<file path="src/rtl/alu_digit_serial_if.sv">
// alu_digit_serial_if: operand/result handshake bundle for the digit-serial ALU.
interface alu_digit_serial_if #(parameter int WIDTH = 32);
    logic             InValid;
    logic             InReady;
    logic [WIDTH-1:0] InA;
    logic [WIDTH-1:0] InB;
    logic [2:0]       Op;
    logic             Flush;
    logic             OutValid;
    logic             OutReady;
    logic [WIDTH-1:0] Result;
    logic             FlagN;
    logic             FlagZ;
    logic             FlagC;
    logic             FlagV;
    modport master (output InValid, InA, InB, Op, Flush, OutReady,
                    input  InReady, OutValid, Result, FlagN, FlagZ, FlagC, FlagV);
    modport slave  (input  InValid, InA, InB, Op, Flush, OutReady,
                    output InReady, OutValid, Result, FlagN, FlagZ, FlagC, FlagV);
endinterface

</file>
<file path="src/rtl/alu_digit_serial.sv">
// alu_digit_serial: WIDTH-bit ADD/SUB/logic unit processing DIGIT bits per cycle with NZCV flags.
module alu_digit_serial #(
    parameter int WIDTH = 32,
    parameter int DIGIT = 4
) (
    input logic              Clk,
    input logic              ResetN,
    alu_digit_serial_if.slave bus
);
    localparam int NDIG = WIDTH / DIGIT;
    localparam int CW = NDIG > 1 ? $clog2(NDIG) : 1;
    typedef enum logic [1:0] {IDLE, RUN, DONE} stateE;
    stateE            state;
    logic [WIDTH-1:0] shA, shB, result;
    logic [2:0]       op;
    logic             carry, inReady, outValid, flagN, flagZ, flagC, flagV;
    logic [CW-1:0]    cnt;
    logic [DIGIT-1:0] a, b, logicDig, digOut;
    logic [DIGIT:0]   sum;
    logic [WIDTH+DIGIT-1:0] cat;
    logic [WIDTH-1:0] nextResult;
    logic             isArith, last, vDig, accept;
    assign a = shA[DIGIT-1:0];
    assign b = shB[DIGIT-1:0];
    assign sum = {1'b0, a} + {1'b0, b} + {{DIGIT{1'b0}}, carry};
    assign logicDig = (op[2:1] == 2'b01 ? a & b : op[2:1] == 2'b10 ? a | b : a ^ b) ^ {DIGIT{op[0]}};
    assign isArith = op[2:1] == 2'b00;
    assign digOut = isArith ? sum[DIGIT-1:0] : logicDig;
    // New digit enters at the MSB end so after NDIG digits the word is in place.
    assign cat = {digOut, result};
    assign nextResult = cat[WIDTH+DIGIT-1:DIGIT];
    // b already carries the SUB inversion, so this is carry-in XOR carry-out of the MSB.
    assign vDig = (a[DIGIT-1] ~^ b[DIGIT-1]) & (sum[DIGIT-1] ^ a[DIGIT-1]);
    assign last = cnt == CW'(NDIG - 1);
    assign accept = bus.InValid & inReady & ~bus.Flush;
    always_ff @(posedge Clk or negedge ResetN) begin
        if (!ResetN) begin
            state    <= IDLE;
            shA      <= '0;
            shB      <= '0;
            result   <= '0;
            op       <= '0;
            carry    <= 1'b0;
            cnt      <= '0;
            inReady  <= 1'b0;
            outValid <= 1'b0;
            flagN    <= 1'b0;
            flagZ    <= 1'b0;
            flagC    <= 1'b0;
            flagV    <= 1'b0;
        end else if (bus.Flush) begin
            state    <= IDLE;
            inReady  <= 1'b1;
            outValid <= 1'b0;
        end else begin
            case (state)
                IDLE: begin
                    inReady <= ~accept;
                    if (accept) begin
                        shA   <= bus.InA;
                        shB   <= bus.Op == 3'b001 ? ~bus.InB : bus.InB;
                        op    <= bus.Op;
                        carry <= bus.Op == 3'b001;
                        cnt   <= '0;
                        state <= RUN;
                    end
                end
                RUN: begin
                    shA    <= shA >> DIGIT;
                    shB    <= shB >> DIGIT;
                    result <= nextResult;
                    carry  <= sum[DIGIT];
                    cnt    <= cnt + 1'b1;
                    if (last) begin
                        state    <= DONE;
                        outValid <= 1'b1;
                        flagN    <= nextResult[WIDTH-1];
                        flagZ    <= nextResult == '0;
                        flagC    <= isArith & sum[DIGIT];
                        flagV    <= isArith & vDig;
                    end
                end
                DONE: begin
                    if (bus.OutReady) begin
                        state    <= IDLE;
                        outValid <= 1'b0;
                        inReady  <= 1'b1;
                    end
                end
                default: state <= IDLE;
            endcase
        end
    end
    assign bus.InReady  = inReady;
    assign bus.OutValid = outValid;
    assign bus.Result   = result;
    assign bus.FlagN    = flagN;
    assign bus.FlagZ    = flagZ;
    assign bus.FlagC    = flagC;
    assign bus.FlagV    = flagV;
endmodule
</file>
<file path="src/flat_wrapper.sv">
// flat-port wrapper written by rule: the top's interface ports become plain ports
module alu_digit_serial_flat 
#(
    parameter int WIDTH = 32,
    parameter int DIGIT = 4
)
  (Clk, ResetN, bus_InValid, bus_InA, bus_InB, bus_Op, bus_Flush, bus_OutReady, bus_InReady, bus_OutValid, bus_Result, bus_FlagN, bus_FlagZ, bus_FlagC, bus_FlagV);
  alu_digit_serial_if #(.WIDTH(WIDTH)) bus_i ();
  input logic Clk;
  input logic ResetN;
  input wire logic [$bits(bus_i.InValid)-1:0] bus_InValid;
  input wire logic [$bits(bus_i.InA)-1:0] bus_InA;
  input wire logic [$bits(bus_i.InB)-1:0] bus_InB;
  input wire logic [$bits(bus_i.Op)-1:0] bus_Op;
  input wire logic [$bits(bus_i.Flush)-1:0] bus_Flush;
  input wire logic [$bits(bus_i.OutReady)-1:0] bus_OutReady;
  output wire logic [$bits(bus_i.InReady)-1:0] bus_InReady;
  output wire logic [$bits(bus_i.OutValid)-1:0] bus_OutValid;
  output wire logic [$bits(bus_i.Result)-1:0] bus_Result;
  output wire logic [$bits(bus_i.FlagN)-1:0] bus_FlagN;
  output wire logic [$bits(bus_i.FlagZ)-1:0] bus_FlagZ;
  output wire logic [$bits(bus_i.FlagC)-1:0] bus_FlagC;
  output wire logic [$bits(bus_i.FlagV)-1:0] bus_FlagV;
  assign bus_i.InValid = bus_InValid;
  assign bus_i.InA = bus_InA;
  assign bus_i.InB = bus_InB;
  assign bus_i.Op = bus_Op;
  assign bus_i.Flush = bus_Flush;
  assign bus_i.OutReady = bus_OutReady;
  assign bus_InReady = bus_i.InReady;
  assign bus_OutValid = bus_i.OutValid;
  assign bus_Result = bus_i.Result;
  assign bus_FlagN = bus_i.FlagN;
  assign bus_FlagZ = bus_i.FlagZ;
  assign bus_FlagC = bus_i.FlagC;
  assign bus_FlagV = bus_i.FlagV;
  alu_digit_serial #(.WIDTH(WIDTH), .DIGIT(DIGIT)) u_core (.Clk(Clk), .ResetN(ResetN), .bus(bus_i));
endmodule
</file>
<file path="config.mk">
export PLATFORM = sky130hd
export DESIGN_NAME = alu_digit_serial_flat
export DESIGN_NICKNAME = d
export VERILOG_FILES = /design/src/rtl/alu_digit_serial_if.sv /design/src/rtl/alu_digit_serial.sv /design/src/flat_wrapper.sv
export SDC_FILE = /design/constraint.sdc
export NUM_CORES = 1
export LEC_CHECK = 0
export ABC_AREA = 0
export CAP_MARGIN = 20
export CORE_MARGIN = 2
export CORE_UTILIZATION = 52
export DETAILED_ROUTE_END_ITERATION = 10
export GPL_ROUTABILITY_DRIVEN = 1
export PLACE_DENSITY = 0.8
export SYNTH_ARGS = -nofsm -noshare
export SYNTH_HDL_FRONTEND = slang
export SYNTH_SLANG_ARGS = --single-unit
</file>
<file path="constraint.sdc">
create_clock -name Clk -period 3.1 [get_ports Clk]
set_input_delay 0.775 -clock Clk [delete_from_list [all_inputs] [get_ports Clk]]
set_output_delay 0.775 -clock Clk [all_outputs]
set_load 0.005 [all_outputs]
</file>
Word level (Yosys, flattened, before mapping)

Index checks and enable logic that the tools add are counted.

Register bits after elaboration: 111
Input bits: 72
Output and inout bits: 38
Word-level logic and storage cells: 77

Add/sub/neg operators: 3
Equality and inequality tests: 10
Multiplexer cells: 24
Bitwise gates (word level): 14
Reductions and logical operators: 13

Operators by type and width:

| kind                | count |
|---|---|
| $pmux 32 s2         | 2 |
| $mux 32             | 3 |
| $logic_not 32->1    | 1 |
| $not 32->32         | 1 |
| $reduce_and 3->1    | 5 |
| $mux 4              | 3 |
| $mux 2              | 4 |
| $xor 4x4->4         | 2 |
| $mux 1              | 6 |
| $ne 3x2->1 const B  | 2 |
| $pmux 1 s2          | 3 |
| $pmux 2 s3          | 1 |
| $pmux 3 s2          | 1 |
| $reduce_bool 3->1   | 2 |
| $add 4x4->5         | 1 |
| $add 5x1->5         | 1 |
| $and 1x1->1         | 5 |
| $and 4x4->4         | 1 |
| $eq 2x1->1 const B  | 2 |
| $eq 2x2->1 const B  | 2 |
| $logic_not 2->1     | 2 |
| $or 4x4->4          | 1 |
| $reduce_and 2->1    | 2 |
| $add 3x1->3 const B | 1 |
| other kinds (9)     | 10 |

Depth between registers and ports, before layout

Gate-level depths: netlist of run 1.

Depth in word-level cells: 6
Gate-level depth with buffers: 7
Gate-level depth less buffers: 7

Worst setup path after synthesis of run 1

No wires, ideal clock.

Path kind: reg2reg
Start point: register u_core.carry
End point: register u_core.flagZ, in the netlist u_core.bus.FlagZ
Setup time: 92 ps
Data arrival time: 2142 ps
Data required time: 3008 ps
Slack: 866 ps
Stages on the path, launching flop included: 7
Buffers on the path: 0
Period minus slack after synthesis: 2234 ps
Path through: dfrtp_1 fa_1 fa_1 o21ai_0 nand4_1 a2111o_1 o31ai_2

Word-level cells in the longest chain between the ends: 3

Ends and longest elaborated chain:

| element                  | line                   | text |
|---|---|---|
| start: declaration       | alu_digit_serial.sv:16 | `logic carry, inReady, outValid, flagN, flagZ, flagC, flagV;` |
| start signal: assignment | alu_digit_serial.sv:72 | `carry <= sum[DIGIT];` |
| $add 5x1->5              | alu_digit_serial.sv:25 | `assign sum = {1'b0, a} + {1'b0, b} + {{DIGIT{1'b0}}, carry};` |
| $mux 4                   | alu_digit_serial.sv:28 | `assign digOut = isArith ? sum[DIGIT-1:0] : logicDig;` |
| $logic_not 32->1         | alu_digit_serial.sv:78 | `flagZ <= nextResult == '0;` |
| end signal: assignment   | alu_digit_serial.sv:48 | `flagZ <= 1'b0;` |
| end signal: assignment   | alu_digit_serial.sv:78 |  |
| end: declaration         | alu_digit_serial.sv:16 |  |

Every way passes these cells.
A chain may end at the register's enable or synchronous reset.

Worst setup path after layout of run 1

Start point: register u_core.shB[0]
End point: register u_core.flagZ, in the netlist u_core.bus.FlagZ

Word-level cells in the longest chain between the ends: 6
Elaborated cells between the ends (all ways): 10
Those cells by class: add/sub: 2; mux: 3; bitwise: 4; reduce/logical: 1

Ends and longest elaborated chain:

| element                                                             | line                   | text |
|---|---|---|
| start: declaration                                                  | alu_digit_serial.sv:14 | `logic [WIDTH-1:0] shA, shB, result;` |
| start signal: assignment                                            | alu_digit_serial.sv:61 | `shB <= bus.Op == 3'b001 ? ~bus.InB : bus.InB;` |
| start signal: assignment                                            | alu_digit_serial.sv:70 | `shB <= shB >> DIGIT;` |
| parallel branches: the longest is 4 deep, another holds $add 4x4->5 | n/a                    |  |
| $mux 4 (*)                                                          | alu_digit_serial.sv:28 |  |
| $logic_not 32->1 (*)                                                | alu_digit_serial.sv:78 |  |

Every way passes the cells marked *.

==> results by group, run 1 <==
Setup path
  • Crit-path max FO: 4
  • Critical-path cell list: fa_1 > fa_1 > o21ai_0 > nand4_1 > a2111o_1 > o31ai_2
  • Crit path top cell by count: fa_1
  • Slowest-stage cell, CP: fa_1
  • Crit path required time: 3390 ps
  • WP data arrival: ~2700 ps
  • Largest stage delay on the critical path: 520 ps
  • Startpoint class of the critical path: flip-flop
  • WP buf/inv: 0
  • Crit. End Element: flip-flop
  • Kind of critical path: flip-flop to flip-flop
  • Crit path max-delay family: adder cells

Finish
  • Filler cell count: 830
  • Number of diodes: 0
  • Multi-input gate area: around 0.0025 sq mm
  • Layout cell share with drive strength beyond 1: just over 5%
  • Post-synthesis to final-layout area growth: 24.8%
  • Register Area: between 0.002 and 0.003 sq mm
  • Final net count: 778

Global route
  • Largest net degree at the start of global routing: between 100 and 150
  • GRT Total Usage: a little over a fifth
  • Initial antenna violation count: 0
  • First-pass GRT wire length: 19.2 mm
  • Vias in the first global route: roughly 4100
  • GRT overflow: 0

Route
  • TritonRoute pass-1 iters: 4
  • Via count: around 4300
  • Routed Wire Length: about 12 mm
  • Antenna Nets Post-Route: 0
  • Residual DRC: 0
  • Initial DRC Count: approximately 290
  • Routed vias/inst: ~5.2
  • Post-DR wirelength/cell: ~14 um

Floorplanning
  • Die Span X: around 110 um
  • # IOs: between 100 and 150
  • Std-Cell Core Area: 0.0103 sq mm
  • Starting Density: a little over half
  • Std cell rows: 37
  • Die height: about 110 um
  • Die area: 0.0115 sq mm

Logic synthesis
  • Syn_nets: 690
  • Synthesized area: 0.00553 sq mm
  • Synth warn: 0
  • Average cell area after synthesis: between 9 and 10 sq um
  • Async SR Flop Fraction: 100%
  • Top-count cell post-synth: nand2_1
  • Sequential-to-total area share from yosys stat: roughly half
  • Post-synth top area cell: dfrtp_1
  • Synth cell count leaders: nand2_1, dfrtp_1, o21ai_0, xnor2_1, mux2i_1
  • Ys flop type: dfrtp_1
  • #FFs+latches synth: 111
  • Post-synth cell types: 44
  • Post-synth EDFFs: 0
  • Ranking of synthesized cells by area: dfrtp_1, nand2_1, o21ai_0
  • Synth top area share: 50.2%
  • Post-Syn Instances: between 600 and 700

CTS
  • CTS root buf: clkbuf_8
  • Post-CTS Hold Fix Bufs: 0
  • Cts bufs inserted: 9
  • Clk buf depth: 2
  • Resize count post-CTS: 0
  • Clock sinks: between 100 and 150
  • CTS tree: done
  • Setup Fix Bufs, Post-CTS: 0
  • Clock Latency Late Sink: 380 ps
  • Max H-tree Level: 3
  • CTS clk-pin slew, worst paths: around 100 ps

Timing
  • RSZ-0062 raised after global routing: false
  • Fin Setup TNS: 0 ps
  • Max-slew violation total from the final report: 0
  • Hold Vio Cnt, Final: 0
  • Worst-Margin Slew: roughly 470 ps
  • Setup Viol. Count Final: 0
  • Tcrit/Tclk final: about four fifths
  • Fmax: slightly above 0.4 GHz
  • Shortest period the worst path allows: approximately 2400 ps
  • Clk_skew: ~7.1 ps
  • Max_slew headroom: about 70%
  • Hold_ws: slightly below 300 ps

Power
  • LEAKAGE: roughly 3.2 nW
  • Total power: 5.54 mW
  • Pwr/cell area: around 800 mW/mm^2
  • Peak VDD IR: approximately 0.00033 V

Place
  • Routability cong.: 0.832
  • Port buffer count: approximately 110
  • Hpwl dp: between 8 and 9 mm

Flow run
  • Max Cap Violations: 0

Worst hold path
  • HP Class: input pin to async pin

Outcome
  • Status: complete, no violations
==> sequential cells by signal (all words and copies together) (netlist names) <==
| register | count |
|---|---|
| u_core.bus.OutValid | 1 |
| u_core.bus.FlagZ | 1 |
| u_core.carry | 1 |
| u_core.shB | 32 |
| u_core.op | 3 |
| u_core.bus.FlagN | 1 |
| u_core.bus.InReady | 1 |
| u_core.cnt | 3 |
| u_core.bus.Result | 32 |
| u_core.bus.FlagV | 1 |
| u_core.bus.FlagC | 1 |
| u_core.state | 2 |
| u_core.shA | 32 |
==> per-stage QoR <==
step / setup WS [ps] / utilization (%) / area [sq um] / instances
after floorplan: 866 / - / 5530 / 606
after global placement: 637 / 65.0 / 6710 / 819
after detailed placement: 591 / 65.0 / 6710 / 819
after CTS: 637 / 66.8 / 6900 / 835
after global routing: 519 / 66.8 / 6900 / 835
final: 667 / 66.8 / 6900 / 835
==> cells by family (layout without fill, tap and decap cells) <==
family / after synthesis / in the layout / synth area share, %
flip-flops: 111 / 111 / 50.2
XOR/XNOR: 40 / 40 / 6.34
AO/OA/AOI/OAI: 131 / 131 / 13.4
AND/OR/NAND/NOR: 227 / 227 / 16.8
buffers and inverters: 52 / 145 / 4.26
adder cells (fa/ha/maj): 12 / 12 / 2.99
multiplexers: 33 / 33 / 6.04
==> layout make-up <==
type | instances | area share, %
sequential | 111 | 40.3
multi-input combinational | 443 | 36.8
timing repair buffer | 117 | 17.2
tap | 136 | 2.47
clock buffer | 9 | 1.80
clock inverter | 7 | 0.853
inverter | 12 | 0.653
==> worst register-to-register path, delay by kind of cell (launching register included) <==
family                     cells  cell delay, ps
DFF                            1             440
adders and majority gates      2             990
AOI/OAI and AO/OA              3             800
and+or+nand+nor                1             110
==> power breakdown <==
part | total (mW) | switching [mW] | internal, mW | leakage, nW
registers | 2.52 | 0.495 | 2.02 | 1.41
clock network | 0.804 | 0.504 | 0.300 | 0.0860
logic | 2.22 | 1.10 | 1.12 | 1.68
==> path summary, 6_finish.rpt <==
kind	from	depth (start not counted)	to	slack (ps)
setup / recovery	u_core.shB[0]	6	u_core.bus.FlagZ	670
hold / removal	ResetN	1	u_core.bus.Result[20]	290
setup reg to reg	u_core.shB[0]	6	u_core.bus.FlagZ	670
hold reg to reg	u_core.bus.FlagC	2	u_core.bus.FlagC	480
max in group asynchronous	ResetN	2	u_core.shA[2]	2120
min in group Clk	u_core.bus.FlagC	2	u_core.bus.FlagC	480
==> cell usage in the layout (no fill, tap or decap), types with 2 or more instances in the layout <==
master,count
nor2_1,7
buf_12,3
or2_1,2
nand2b_1,3
o211ai_1,2
buf_4,6
a22o_1,2
clkbuf_8,9
a21o_1,4
mux2i_1,30
a21oi_1,8
xor2_1,2
nand4_1,2
clkinv_4,4
dfrtp_1,111
clkdlybuf4s50_1,108
nand2_1,192
nor3b_1,2
a211oi_1,2
nor4_1,8
inv_1,12
xnor2_1,38
o21ai_0,101
ha_1,10
clkinvlp_4,2
fa_1,2
mux2_2,3
==> metal layers <==
layer  global-route usage (%)  wire [um]
met1                     27.7       5210
met2                     34.7       5590
met3                     5.17        589
met4                     5.84        161
met5                        0          0
Power figures use the tool's default switching activity.
==> run 2, diff against run 1 <==
Settings changed: CORE_UTILIZATION 52 to 47, PLACE_DENSITY 0.8 to 0.77.
Clock period 3.1 ns to 2 ns, I/O delays scaled along.
==> run 2 against run 1 <==
  * The run now ends with negative setup slack left
  * Critical path depth unchanged
  * Power rose by 72%
  * Combinational power is 72% higher
  * First-iteration DRC count shrank 5.2%
  * Critical endpoint unchanged
  * Clock power up 130%
  * Sequential cell count unchanged
==> results by group, run 2 (synthesis results as in run 1) <==
Outcome
  • Status: finished with violations
  • Failing checks: negative setup slack

Route
  • Initial DRC Count: 271 (-5.2%)
  • TritonRoute pass-1 iters: 4 (unchanged)
  • Routed Wire Length: 12.0 mm (+4.0%)
  • Post-DR wirelength/cell: 14.0 um (+1.3%)
  • Routed vias/inst: 5.23 (+0.35%)
  • Antenna Nets Post-Route: 0 (unchanged)
  • Via count: 4478 (+3.0%)
  • Residual DRC: 0 (unchanged)

Timing
  • Max-slew violation total from the final report: 0 (unchanged)
  • RSZ-0062 raised after global routing: true
  • Shortest period the worst path allows: 2100 ps (-337 ps)
  • Clk_skew: 6.62 ps (-0.433 ps)
  • Fmax: 0.477 GHz (+16%)
  • Hold Vio Cnt, Final: 0 (unchanged)
  • Worst-Margin Slew: 408 ps (-57.4 ps)
  • Tcrit/Tclk final: 105% (+26 points)
  • Setup ws final: -96.4 ps (-763 ps)
  • Max_slew headroom: 72.6% (+3.7 points)
  • Hold_ws: 65.8 ps (-225 ps)
  • Setup Viol. Count Final: 2 (+2)

Finish
  • Commonest non-fill, non-tap cell in the layout: nand2_1
  • Post-synthesis to final-layout area growth: 30.1%
  • Final Util: 62.7% (-4.1 points)
  • Most frequent cells in the layout: nand2_1, dfrtp_1, clkdlybuf4s50_1
  • Finished Cell Area: 0.00719 sq mm (+4.3%)
  • Final Non-Filler Cells: 857 (+2.6%)
  • Layout cell share with drive strength beyond 1: 8.26% (+3.1 points)
  • Number of diodes: 0 (unchanged)
  • Final net count: 793 (+1.9%)
  • Filler cell count: 939 (+13%)

Power
  • Peak VDD IR: 0.000885 V (+170%)
  • Pwr/cell area: 1320 mW/mm^2 (+64%)
  • Total power: 9.50 mW (+72%)
  • LEAKAGE: 3.32 nW (+4.6%)

Setup path
  • Crit path required time: 2270 ps (-1120 ps)
  • WP buf/inv: 0 (unchanged)
  • Crit path top cell by count: fa_2
  • Crit path max-delay family: adder cells
  • WP data arrival: 2360 ps (-360 ps)
  • Largest stage delay on the critical path: 440 ps (-80 ps)
  • Startpoint class of the critical path: flip-flop
  • Critical-path cell list: fa_2 > fa_2 > o21ai_2 > nand4_1 > a2111o_1 > o31ai_2
  • Slowest-stage cell, CP: fa_2
  • Kind of critical path: flip-flop to flip-flop
  • Crit. End Element: flip-flop
  • Crit-path max FO: 2 (-2)

CTS
  • CTS clk-pin slew, worst paths: 70 ps (-30 ps)
  • Cts bufs inserted: 9 (unchanged)
  • Clock Latency Late Sink: 350 ps (-30 ps)
  • Post-CTS Hold Fix Bufs: 0 (unchanged)
  • Max H-tree Level: 3 (unchanged)
  • Clock sinks: 111 (unchanged)
  • CTS root buf: clkbuf_16
  • Clk buf depth: 2 (unchanged)
  • CTS tree: done

Global route
  • GRT overflow: 0 (unchanged)
  • First-pass GRT wire length: 20.2 mm (+5.1%)
  • GRT Total Usage: 19.7% (-1.4 points)
  • GRT met1 Usage: 25.7% (-2.1 points)
  • Grt met2 use: 32.3% (-2.3 points)
  • M3 GR Usage: 4.59% (-0.58 points)
  • Top Usage Layer GRT: met2
  • Vias in the first global route: 4398 (+6.3%)
  • Initial antenna violation count: 0 (unchanged)
  • Largest net degree at the start of global routing: 86 (-34%)

Floorplanning
  • # IOs: 110 (unchanged)
  • Die area: 0.0126 sq mm (+10%)
  • Std-Cell Core Area: 0.0115 sq mm (+11%)
  • Std cell rows: 39 (+5.4%)
  • Die Span X: 112 um (+5.0%)
  • Starting Density: 48.2% (-5.3 points)
  • Die height: 112 um (+5.0%)

Place
  • Routability cong.: 0.889 (+6.9%)
  • Hpwl dp: 8.54 mm (+1.6%)
  • Port buffer count: 109 (unchanged)
  • Dpl cell area: 0.00686 sq mm (+2.2%)
  • Inst Count DP: 841 (+2.7%)

Flow run
  • Max Cap Violations: 0 (unchanged)

Worst hold path
  • HP Class: input pin to async pin
==> run 2: cell count changes in the layout (fill, tap and decap cells not counted), sizes merged <==
| cell | before | now |
|---|---|---|
| buf | 9 | 24 |
| bufinv | 0 | 1 |
| clkinvlp | 2 | 1 |
==> run 2: final timing paths <==
check	from	end	slack [ps]	cells after the start
max reg2reg	u_core.carry	u_core.bus.FlagZ	-100	6
min in group Clk	u_core.bus.Result[2]	u_core.bus.Result[2]	470	2
max in group asynchronous	ResetN	u_core.bus.Result[0]	1330	2
min reg2reg	u_core.bus.Result[2]	u_core.bus.Result[2]	470	2
max	u_core.carry	u_core.bus.FlagZ	-100	6
min	ResetN	u_core.bus.Result[10]	70	1
==> run 2: power breakdown <==
group          internal, mW  switching, mW  total [mW]
clock                 0.976          0.839        1.82
sequential             3.14          0.738        3.88
combinational          1.95           1.85        3.81
==> run 2: final cells by class <==
class                   count  area (sq um)  share of cell area, %
flip-flops and latches    111          2780                   38.6
clock inverters             7          72.6                   1.01
well taps                 143           179                   2.49
repair buffers            132          1330                   18.5
inverters                  12          45.0                  0.626
multi-input cells         443          2560                   35.7
clock buffers               9           225                   3.13
==> run 2: what timing repair did <==
item | 4_1_cts | 5_1_grt
resized for setup | 3 | 6
pin swaps | 2 | 3
endpoints found under the setup margin | 4 | 7
buffers inserted | 0 | 0
==> run 2: stage by stage <==
| stage | TNS, ps | worst slack (ps) |
|---|---|---|
| finish | -136 | -96.4 |
| global route | -386 | -193 |
| CTS | -162 | -121 |
| detailed placement | -1840 | -169 |
| global placement | -815 | -96.4 |
| floorplan | -67.7 | -67.7 |
==> run 2: metal layers <==
metal | vias to the layer above | wire length [um]
met3 | 24 | 561
met5 | - | 0
met2 | 114 | 5670
met1 | 2127 | 5520
met4 | 0 | 257
li1 | 2213 | -
==> run 3, diff against run 2 <==
Settings changed: ABC_AREA 0 to 1, CORE_UTILIZATION 47 to 56, DONT_BUFFER_PORTS set to 1, PLACE_DENSITY 0.77 to 0.74, SETUP_SLACK_MARGIN set to 0.3.
==> run 3 against run 2 <==
  * The flow finishes with violations (negative hold slack)
  * Synthesized cell count increased by 11%
  * Area after synthesis increased by 1.5%
  * First-iteration DRC count down 38%
  * Non-clock buffer count fell by 117
  * Worst hold slack got worse by 260 ps
  * Clock power shrank 29%
  * Sequential power decreased by 3%
  * Clock-buffer cell count rose by 1
  * Critical path type unchanged
  * Highest routed layer unchanged
==> results by group, run 3 <==
Global route
  • Largest net degree at the start of global routing: 112 (+30%)
  • Initial antenna violation count: 0 (unchanged)
  • GRT overflow: 0 (unchanged)
  • Vias in the first global route: 4231 (-3.8%)
  • First-pass GRT wire length: 19.7 mm (-2.2%)
  • GRT Total Usage: 22.2% (+2.5 points)

CTS
  • CTS tree: done
  • Cts bufs inserted: 9 (unchanged)
  • Clock sinks: 111 (unchanged)
  • Max H-tree Level: 3 (unchanged)
  • CTS clk-pin slew, worst paths: 110 ps (+40 ps)
  • Clk buf depth: 2 (unchanged)
  • Clock Latency Late Sink: 370 ps (+20 ps)
  • CTS root buf: clkbuf_8

Logic synthesis
  • Async SR Flop Fraction: 100% (unchanged)
  • Top-count cell post-synth: dfrtp_1
  • Post-synth cell types: 27 (-39%)
  • Ys flop type: dfrtp_1
  • #FFs+latches synth: 111 (unchanged)
  • Synth cell count leaders: dfrtp_1, nand2_1, inv_1, o21ai_0, a21oi_1
  • Post-Syn Instances: 671 (+11%)
  • Average cell area after synthesis: 8.36 sq um (-8.3%)
  • Synthesized area: 0.00561 sq mm (+1.5%)
  • Synth top area share: 49.5% (-0.76 points)
  • Synth warn: 0 (unchanged)
  • Syn_nets: 755 (+9.4%)
  • Ranking of synthesized cells by area: dfrtp_1, o21ai_0, nand2_1
  • Post-synth EDFFs: 0 (unchanged)
  • Post-synth top area cell: dfrtp_1
  • Sequential-to-total area share from yosys stat: 49.5% (-0.76 points)

Setup path
  • Crit-path max FO: 3 (+1)
  • Startpoint class of the critical path: flip-flop
  • WP data arrival: 2110 ps (-250 ps)
  • Crit path required time: 2230 ps (-40 ps)
  • Crit. End Element: flip-flop
  • Kind of critical path: flip-flop to flip-flop

Timing
  • Clk_skew: 16.1 ps (+9.49 ps)
  • RSZ-0062 raised after global routing: true
  • Worst-Margin Slew: 608 ps (+199 ps)
  • Shortest period the worst path allows: 1870 ps (-224 ps)
  • Hold_ws: -190 ps (-256 ps)
  • Hold Vio Cnt, Final: 111 (+111)
  • Setup Viol. Count Final: 0 (-2)
  • Fmax: 0.534 GHz (+12%)
  • Max_slew headroom: 59.4% (-13 points)
  • Max-slew violation total from the final report: 0 (unchanged)
  • Tcrit/Tclk final: 93.6% (-11 points)
  • Fin Setup TNS: 0 ps (+136 ps)

Route
  • Post-DR wirelength/cell: 15.0 um (+6.8%)
  • Via count: 4363 (-2.6%)
  • Routed vias/inst: 5.47 (+4.8%)
  • Routed Wire Length: 11.9 mm (-0.63%)
  • TritonRoute pass-1 iters: 5 (+1)
  • Top layer in use: met4
  • Antenna Nets Post-Route: 0 (unchanged)
  • WL met3: 864 um (+54%)
  • Residual DRC: 0 (unchanged)
  • Wire length on met2: 5.67 mm (unchanged)
  • Wl on met1: 5.19 mm (-6.0%)
  • Initial DRC Count: 169 (-38%)

Place
  • Dpl cell area: 0.00571 sq mm (-17%)
  • Port buffer count: 0 (-100%)
  • Routability cong.: 0.907 (+2.0%)
  • Hpwl dp: 8.08 mm (-5.5%)

Worst hold path
  • HP Class: input pin to async pin

Finish
  • Final Util: 62.2% (-0.54 points)
  • Layout cell share with drive strength beyond 1: 8.28% (+0.020 points)
  • Post-synthesis to final-layout area growth: 7.78%
  • Final net count: 743 (-6.3%)
  • Most frequent cells in the layout: dfrtp_1, inv_1, nand2_1
  • Commonest non-fill, non-tap cell in the layout: dfrtp_1
  • Finished Cell Area: 0.00605 sq mm (-16%)
  • Number of diodes: 0 (unchanged)
  • Filler cell count: 888 (-5.4%)

Floorplanning
  • Std cell rows: 36 (-7.7%)
  • # IOs: 110 (unchanged)
  • Starting Density: 57.7% (+9.5 points)
  • Die Span X: 104 um (-7.4%)
  • Std-Cell Core Area: 0.00973 sq mm (-15%)
  • Die area: 0.0108 sq mm (-14%)
  • Die height: 104 um (-7.4%)

Power
  • Peak VDD IR: 0.000626 V (-29%)
  • Total power: 7.88 mW (-17%)
  • LEAKAGE: 2.80 nW (-16%)
  • Pwr/cell area: 1300 mW/mm^2 (-1.4%)

Outcome
  • Failing checks: negative hold slack
  • Status: finished with violations

Flow run
  • Max Cap Violations: 0 (unchanged)
-- run 3: changes by cell type in the layout (fill, tap and decap cells not counted), moves of 10 or more --
| cell | change |
|---|---|
| clkdlybuf4s50_1 | -108 |
| inv_1 | +93 |
| nand2_1 | -88 |
| a21oi_1 | +54 |
| mux2i_1 | -30 |
| o211ai_1 | +26 |
| nand3_1 | +25 |
| buf_4 | -14 |
| clkbuf_8 | +10 |
| xnor2_1 | -10 |
-- run 3: metrics by stage --
step,cells,worst slack [ps],hold slack [ps]
floorplan,671,281,204
global placement,773,197,207
detailed placement,773,114,207
CTS,790,134,-198
global route,797,51.8,-222
finish,797,128,-190
-- run 3: critical path, stage by stage, from the launching register on --
cell and delay [ps]:
dfrtp_1 450, fa_2 390, fa_2 360, nand2_2 70
nand2_1 60, a21oi_2 140, nor2_1 50, a21oi_1 140
o21ai_1 70
-- run 3: path summary, 6_finish.rpt --
check	to	startpoint	cells after the start	slack [ps]
min in group Clk	u_core.shA[28]	bus_InA[28]	2	280
worst max-delay path	u_core.carry	u_core.shB[0]	8	130
worst min-delay path	u_core.bus.Result[11]	ResetN	0	-190
max in group asynchronous	u_core.shB[26]	ResetN	0	2030
worst min register to register	u_core.cnt[0]	u_core.cnt[0]	1	490
worst max register to register	u_core.carry	u_core.shB[0]	8	130
-- run 3: layout make-up --
type | instances | area [sq um] | share of cell area (%)
flip-flops and latches | 111 | 2780 | 46.0
multi-input cells | 414 | 2300 | 38.0
inverters | 108 | 408 | 6.74
repair buffers | 15 | 208 | 3.43
well taps | 133 | 166 | 2.75
clock buffers | 10 | 138 | 2.28
clock inverters | 6 | 52.6 | 0.869
-- run 3: where the power goes --
group / leakage (nW) / internal (mW) / total [mW] / switching [mW]
Combinational: 1.35 / 1.12 / 2.83 / 1.71
Sequential: 1.36 / 3.15 / 3.75 / 0.599
Clock: 0.0910 / 0.506 / 1.30 / 0.792
Total: 2.80 / 4.78 / 7.88 / 3.10
-- run 3: repair_timing --
action                                  4_1_cts  5_1_grt
hold endpoints to repair                    111      111
gates cloned                                  0        3
resized for setup                             3       15
pin swaps                                     1        5
setup buffers                                 1        4
endpoints found under the setup margin       40       82
-- run 3: cell families (layout without fill, tap and decap cells) --
kind of cell / count (synthesis) / in the layout / share of synthesized area [%]
AO/OA/AOI/OAI: 197 / 197 / 19.1
XOR/XNOR: 28 / 28 / 4.37
adder cells (fa/ha/maj): 12 / 12 / 2.94
buffers and inverters: 146 / 139 / 10.4
flip-flops: 111 / 111 / 49.5
AND/OR/NAND/NOR: 177 / 177 / 13.7
-- run 3: per-layer routing --
| metal | GRT usage [%] | up-vias |
|---|---|---|
| met5 | 0 | - |
| met3 | 7.71 | 16 |
| li1 | - | 2149 |
| met2 | 36.2 | 122 |
| met4 | 6.37 | 0 |
| met1 | 28.1 | 2076 |
